**config.mk**
```make
export PLATFORM = sky130hd
export DESIGN_NAME = ps2_host_tx
export DESIGN_NICKNAME = d
export VERILOG_FILES = /design/src/rtl/ps2_host_tx.sv
export SDC_FILE = /design/constraint.sdc
export NUM_CORES = 1
export LEC_CHECK = 0
export ABC_CLOCK_PERIOD_IN_PS = 4800
export CORE_MARGIN = 3
export CORE_UTILIZATION = 35
export DETAILED_ROUTE_END_ITERATION = 6
export PLACE_DENSITY_LB_ADDON = 0.08
export SYNTH_ARGS = -nofsm -noshare
export SYNTH_HDL_FRONTEND = slang
export SYNTH_SLANG_ARGS = --single-unit
```
**constraint.sdc**
```tcl
create_clock -name clk -period 4.8 [get_ports clk]
set_input_delay 0.96 -clock clk [delete_from_list [all_inputs] [get_ports clk]]
set_output_delay 0.96 -clock clk [all_outputs]
set_load 0.005 [all_outputs]
```
**src/rtl/ps2_host_tx.sv**
```systemverilog
// PS/2 host-to-device transmitter: request-to-send, 11-bit frame on device clock,
// then device ACK sampling with a per-edge timeout.
module ps2_host_tx #(
    parameter int unsigned INHIBIT_CYCLES = 6000,
    parameter int unsigned TIMEOUT_CYCLES = 1000000
) (
    input  logic       clk,
    input  logic       clrn,
    input  logic [7:0] tx_data,
    input  logic       tx_start,
    output logic       busy,
    output logic       done,
    output logic       ack_ok,
    output logic       error,
    input  logic       ps2_clk_in,
    input  logic       ps2_data_in,
    output logic       ps2_clk_oe,
    output logic       ps2_data_oe
);

    localparam int unsigned TW = $clog2(TIMEOUT_CYCLES + 1);
    localparam int unsigned IW = $clog2(INHIBIT_CYCLES + 1);
    localparam int unsigned CW = (TW > IW) ? TW : IW;

    typedef enum logic [2:0] {
        S_IDLE, S_INHIBIT, S_RTS, S_SHIFT, S_ACK, S_WAIT_IDLE, S_FIN
    } state_t;

    state_t          state_q, state_d;
    logic            clk_meta_q, clk_sync_q, clk_prev_q;
    logic            data_meta_q, data_sync_q;
    logic [9:0]      frame_q, frame_d;
    logic [3:0]      edge_q, edge_d;
    logic [CW-1:0]   cnt_q, cnt_d;
    logic            data_oe_q, data_oe_d;
    logic            ack_q, ack_d;
    logic            err_q, err_d;
    logic            fall;
    logic            in_link;
    logic            expire;

    assign fall    = clk_prev_q & ~clk_sync_q;
    assign in_link = (state_q == S_SHIFT) || (state_q == S_ACK) || (state_q == S_WAIT_IDLE);
    // A device clock edge in the expiry cycle takes priority over the timeout.
    assign expire  = in_link && (cnt_q == '0) && !fall;

    always_ff @(posedge clk or negedge clrn) begin
        if (!clrn) begin
            state_q     <= S_IDLE;
            clk_meta_q  <= 1'b1;
            clk_sync_q  <= 1'b1;
            clk_prev_q  <= 1'b1;
            data_meta_q <= 1'b1;
            data_sync_q <= 1'b1;
            frame_q     <= '1;
            edge_q      <= '0;
            cnt_q       <= '0;
            data_oe_q   <= 1'b0;
            ack_q       <= 1'b0;
            err_q       <= 1'b0;
        end else begin
            state_q     <= state_d;
            clk_meta_q  <= ps2_clk_in;
            clk_sync_q  <= clk_meta_q;
            clk_prev_q  <= clk_sync_q;
            data_meta_q <= ps2_data_in;
            data_sync_q <= data_meta_q;
            frame_q     <= frame_d;
            edge_q      <= edge_d;
            cnt_q       <= cnt_d;
            data_oe_q   <= data_oe_d;
            ack_q       <= ack_d;
            err_q       <= err_d;
        end
    end

    always_comb begin
        state_d = state_q;
        case (state_q)
            S_IDLE:      if (tx_start) state_d = S_INHIBIT;
            S_INHIBIT:   if (cnt_q == '0) state_d = S_RTS;
            S_RTS:       state_d = S_SHIFT;
            S_SHIFT:     if (expire) state_d = S_FIN;
                         else if (fall && edge_q == 4'd9) state_d = S_ACK;
            S_ACK:       if (expire) state_d = S_FIN;
                         else if (fall) state_d = S_WAIT_IDLE;
            S_WAIT_IDLE: if (expire) state_d = S_FIN;
                         else if (clk_sync_q && data_sync_q) state_d = S_FIN;
            S_FIN:       state_d = S_IDLE;
            default:     state_d = S_IDLE;
        endcase
    end

    always_comb begin
        frame_d   = frame_q;
        edge_d    = edge_q;
        cnt_d     = cnt_q;
        data_oe_d = data_oe_q;
        ack_d     = ack_q;
        err_d     = err_q;
        if (state_q == S_IDLE && tx_start) begin
            frame_d   = {1'b1, ~^tx_data, tx_data};
            edge_d    = '0;
            cnt_d     = CW'(INHIBIT_CYCLES - 1);
            data_oe_d = 1'b0;
            ack_d     = 1'b0;
            err_d     = 1'b0;
        end else if (state_q == S_INHIBIT) begin
            if (cnt_q != '0) cnt_d = cnt_q - CW'(1);
        end else if (state_q == S_RTS) begin
            data_oe_d = 1'b1;
            cnt_d     = CW'(TIMEOUT_CYCLES);
        end else if (in_link) begin
            if (fall) cnt_d = CW'(TIMEOUT_CYCLES);
            else if (cnt_q != '0) cnt_d = cnt_q - CW'(1);
            if (expire) begin
                data_oe_d = 1'b0;
                ack_d     = 1'b0;
                err_d     = 1'b1;
            end else if (fall && state_q == S_SHIFT) begin
                data_oe_d = ~frame_q[0];
                frame_d   = {1'b1, frame_q[9:1]};
                edge_d    = edge_q + 4'd1;
            end else if (fall && state_q == S_ACK) begin
                ack_d = ~data_sync_q;
                err_d = data_sync_q;
            end
        end
    end

    always_comb begin
        busy        = (state_q != S_IDLE) && (state_q != S_FIN);
        done        = (state_q == S_FIN);
        ps2_clk_oe  = (state_q == S_INHIBIT) || (state_q == S_RTS);
        ps2_data_oe = (state_q == S_RTS) || data_oe_q;
        ack_ok      = ack_q;
        error       = err_q;
    end

endmodule

```
== After elaboration in Yosys (flattened, before gate mapping) ==
Index checks and enable logic that the tools add are counted.
Widths: inputs -> output; s select.

* ROM bits: 0
* Input port bits: 13
* RAM bits: 0
* Memories: 0
* Flip-flop bits (word level): 45
* Latch bits: 0
* Output and inout bits: 6
* Word-level logic and storage cells: 110

* Reduce and logical (&&, ||, !) cells: 28
* $mul: 0
* Eq/ne operators: 17
* Divide/modulo/power cells: 0
* $lt $le $gt $ge: 0
* Shift-type cells: 0
* Bitwise gates (word level): 4
* $add $sub $neg: 2
* Mux-type cells: 47

{| class="wikitable"
|+ Operator list
! operator !! count
|-
| $mux 20 || 6
|-
| $mux 10 || 6
|-
| $mux 3 || 8
|-
| $mux 4 || 6
|-
| $logic_not 20->1 || 1
|-
| $mux 1 || 20
|-
| $reduce_bool 20->1 || 1
|-
| $sub 20x1->20 const B || 1
|-
| $pmux 3 s6 || 1
|-
| $reduce_and 5->1 || 3
|-
| $eq 3x3->1 const B || 3
|-
| $ne 3x3->1 const B || 3
|-
| $reduce_bool 3->1 || 3
|-
| $logic_and 1x1->1 || 8
|-
| $ne 2x2->1 const B || 4
|-
| $reduce_bool 4->1 || 2
|-
| $reduce_xnor 8->1 || 1
|-
| $eq 3x2->1 const B || 2
|-
| $ne 3x2->1 const B || 2
|-
| $add 4x1->4 const B || 1
|-
| $eq 4x4->1 const B || 1
|-
| $logic_or 1x1->1 || 4
|-
| $reduce_bool 2->1 || 2
|-
| $eq 3x1->1 const B || 1
|-
| other kinds (6) || 8
|}

== Logic depth before layout (Yosys ltp) ==
* Depth in word-level cells: 10
* Gate-level depth with buffers: 8
* Depth with buffers taken out: 7

== Worst setup path after synthesis ==
OpenSTA, ideal clock, no wires.

* Path type: input to register
* Start: in tx_start
* End: reg cnt_q[5]
* Required time: 4674 ps
* Setup slack: 2605 ps
* Cell stages on the path: 3
* Path buffers: 0
* Library setup time: 126 ps
* Arrival time: 2069 ps
* Path through: o31ai_1 -> nor3_1 -> a221o_1

* Longest elaborated chain between the ends: 2
* Elaborated cells between the ends (all ways): 3
* Those cells by class: mux: 1; reduce/logical: 2

{| class="wikitable"
|+ RTL lines
! element !! RTL line !! text
|-
| from (decl) || 10 || <nowiki>input logic tx_start,</nowiki>
|-
| $logic_and 1x1->1 (*) || 101 || <nowiki>if (state_q == S_IDLE && tx_start) begin</nowiki>
|-
| $reduce_bool 4->1 (no line) / $mux 20 (equally long branches) || -- ||
|-
| to (signal assigned) || 70 || <nowiki>cnt_q <= cnt_d;</nowiki>
|-
| to (decl) || 34 || <nowiki>logic [CW-1:0] cnt_q, cnt_d;</nowiki>
|}

Every way passes the cells marked *; elsewhere a longest branch is shown, timed or not.
A chain may end at the register's enable or synchronous reset.

== Worst setup path after layout ==
* Start: reg state_q[1]
* End: out ps2_data_oe

* Longest elaborated chain between the ends: 2

{| class="wikitable"
|+ RTL lines
! element !! RTL line !! text
|-
| from (decl) || 29 || <nowiki>state_t state_q, state_d;</nowiki>
|-
| from (signal assigned) || 62 || <nowiki>state_q <= state_d;</nowiki>
|-
| $eq 3x2->1 || 135 || <nowiki>ps2_data_oe = (state_q == S_RTS) || data_oe_q;</nowiki>
|-
| $logic_or 1x1->1 || 135 ||
|-
| to (decl) || 18 || <nowiki>output logic ps2_data_oe</nowiki>
|}

Every way passes these cells.

==> flow_summary.yaml <==
place:
  placed_area_mm2: 0.002801
  gp_congestion: 0.7753
  io_buffers: 18
  dpl.hpwl_um: 4131
  dp_slack_ns: 1.778
yosys:
  async_flop_share: 1.000
  yosys_warnings: 0
  netlist_area_mm2: 0.002571
  ys.flop_type: "dfrtp_1"
  synth_cell_types: 59
  synth_nets: 302
  syn-instance-count: 285
  yosysSeqAreaShare: 0.4350
  synth-seq-cells: 44
  avgSynthCellArea_um2: 9.022
  synth-edff-count: 0
hold_path:
  min_path_type: "reg2reg"
clock_network:
  post_cts_buffers: 0
  clockBufferDepth: 2
  cts_hold_buf: 0
  cts_tree: "yes"
  cts-resized-gates: 0
  insertion_delay_ns: 0.30
  tritoncts.num_buffers: 5
  clk_pin_slew_worst_paths_ns: 0.09
  htreeDepth: 2
  clock_sinks: 44
  cts_root_buf: "clkbuf_8"
sta:
  worst_pin_slew_ns: 1.207
  tns_ns: 0
  fmax_mhz: 350.8
  fin_crit_ns: 2.850
  slew_viol_final: 0
  post-route-period-util: 0.5938
  final_hold_viol_count: 0
  setup_viol_count_final: 0
  holdWs_ns: 0.3592
  skew_ns: 0.01102
  setup_ws_ns: 1.950
  rsz0062_at_grt: "false"
  slew_headroom: 0.1883
global_route:
  grt_first_pass_wirelength_um: 10480
  first_global_vias: 2171
  grt_use_total: 0.1524
  overflow: 0
  grt_max_degree: 45
  antenna_found_initial: 0
die:
  dieWidth_um: 91.71
  num_io_pins: 19
  start_util: 0.3703
  core_area_mm2: 0.006944
  die_h_um: 91.71
  die-area_mm2: 0.008411
  rows: 30
pwr:
  power.density_mw_per_mm2: 540.8
  p_leak_nw: 1.117
  vdd_ir_drop_max_mv: 0.2095
job:
  maxCapViolations: 0
final_layout:
  syn2layout_area_growth_pct: 12.60
  drive_gt1_frac: 0.1186
  antenna_cells: 0
  layout_commonest_cell: "dfrtp_1"
  seq_area_mm2: 0.001119
  n_fill_cell: 701
  multi_input_area_mm2: 0.001354
  fin_area_mm2: 0.002895
  nNetsFinal: 311
  final_cell_mix: "30 x dfrtp_1, 28 x nand2_1, 25 x nor2_1"
routing:
  remaining_drc_errors: 0
  ant_nets: 0
  wl_per_cell_um: 15.42
  drt_iter0_drc: 138
  vias_per_cell: 5.527
  via_count: 2161
  wirelength_um: 6029
  drtPass1Iterations: 5
worst_setup_path:
  critPathMaxFanout: 15
  required_ns: 3.84
  critPathKind: "reg2out"
  arrival_ns: 1.89
  start_kind: "register"
  critPathCaptureType: "output pin"
outcome:
  outcome: "finished, final reports clean"
==> state kept, by name, indices dropped and copies added (netlist names) <==
signal / flops
ack_ok: 1
clk_sync_q: 1
state_q: 3
error: 1
frame_q: 9
clk_meta_q: 1
data_oe_q: 1
edge_q: 4
cnt_q: 20
data_meta_q: 1
clk_prev_q: 1
data_sync_q: 1
==> where the power goes <==
group	internal [mW]	total (mW)	switching, mW
sequential	0.533	0.668	0.135
combinational	0.288	0.650	0.362
clock	0.117	0.248	0.131
==> synthesized netlist by cell type, types with 2 or more instances <==
master,n,area [um2]
inv_1,7,26.28
a21oi_1,11,55.05
nor2_1,25,93.84
a22o_1,6,52.55
a2111oi_0,2,17.52
o21ai_1,2,10.01
dfstp_2,14,367.9
a21o_1,2,15.01
o31ai_1,6,45.04
nor4_1,8,50.05
ha_1,4,50.05
buf_1,2,7.510
o2bb2ai_1,6,52.55
xnor2_1,7,61.31
nand3_1,7,35.03
xor2_1,4,35.03
nand2_1,28,105.1
nand2b_1,5,31.28
clkbuf_1,13,48.80
a31oi_1,15,93.84
nor2b_1,3,18.77
and2_1,2,12.51
or2_2,3,18.77
o21ai_0,22,110.1
dfrtp_1,30,750.7
or3_1,6,37.54
or4_4,2,22.52
nor3_1,8,40.04
o211ai_1,2,15.01
and3_1,3,18.77
nand4_1,2,12.51
==> final timing paths <==
kind / startpoint / to / slack, ns / cells past startpoint
min in group asynchronous: clrn / cnt_q[11] / 0.82 / 1
worst min register to register: data_meta_q / data_sync_q / 0.36 / 0
max in group asynchronous: clrn / cnt_q[14] / 3.35 / 1
worst max register to register: cnt_q[11] / cnt_q[5] / 2.18 / 4
worst max-delay path: state_q[1] / ps2_data_oe / 1.95 / 3
worst min-delay path: data_meta_q / data_sync_q / 0.36 / 0
==> critical path: stages (launching register included) <==
cell and delay [ns]:
dfrtp_1 0.61, nor2b_1 0.32, a21o_1 0.16, clkdlybuf4s50_1 0.49
==> stage by stage <==
stage | utilization | std cells | total power, mW
2_1_floorplan | - | 285 | 1.132
3_3_place_gp | 0.4034 | 383 | 1.321
3_5_place_dp | 0.4034 | 383 | 1.322
4_1_cts | 0.4169 | 391 | 1.579
5_1_grt | 0.4169 | 391 | 1.705
6_report | 0.4169 | 391 | 1.566
==> logic make-up after synthesis <==
| group | Yosys count | synth area share |
|---|---|---|
| muxes | 1 | 0.004379 |
| adders and majority gates | 4 | 0.01947 |
| DFF | 44 | 0.4350 |
| buffers and inverters | 24 | 0.03844 |
| AOI/OAI and AO/OA | 92 | 0.2419 |
| xor gates and xnor gates | 11 | 0.03747 |
| and+or+nand+nor | 109 | 0.2234 |
==> cell type report <==
class / count / area share
clock buffers: 7 / 0.02982
multi-input cells: 217 / 0.4676
well taps: 96 / 0.04149
clock inverters: 1 / 0.002593
repair buffers: 19 / 0.06309
inverters: 7 / 0.009075
flip-flops and latches: 44 / 0.3863
==> per-layer routing <==
metal	GRT usage	up-vias	wire [um]
met5	0	-	0
met4	0.04703	0	73
met3	0.02543	8	179
met2	0.2441	40	2753
met1	0.2106	1036	3022
li1	-	1077	-
Power figures use the tool's default switching activity.
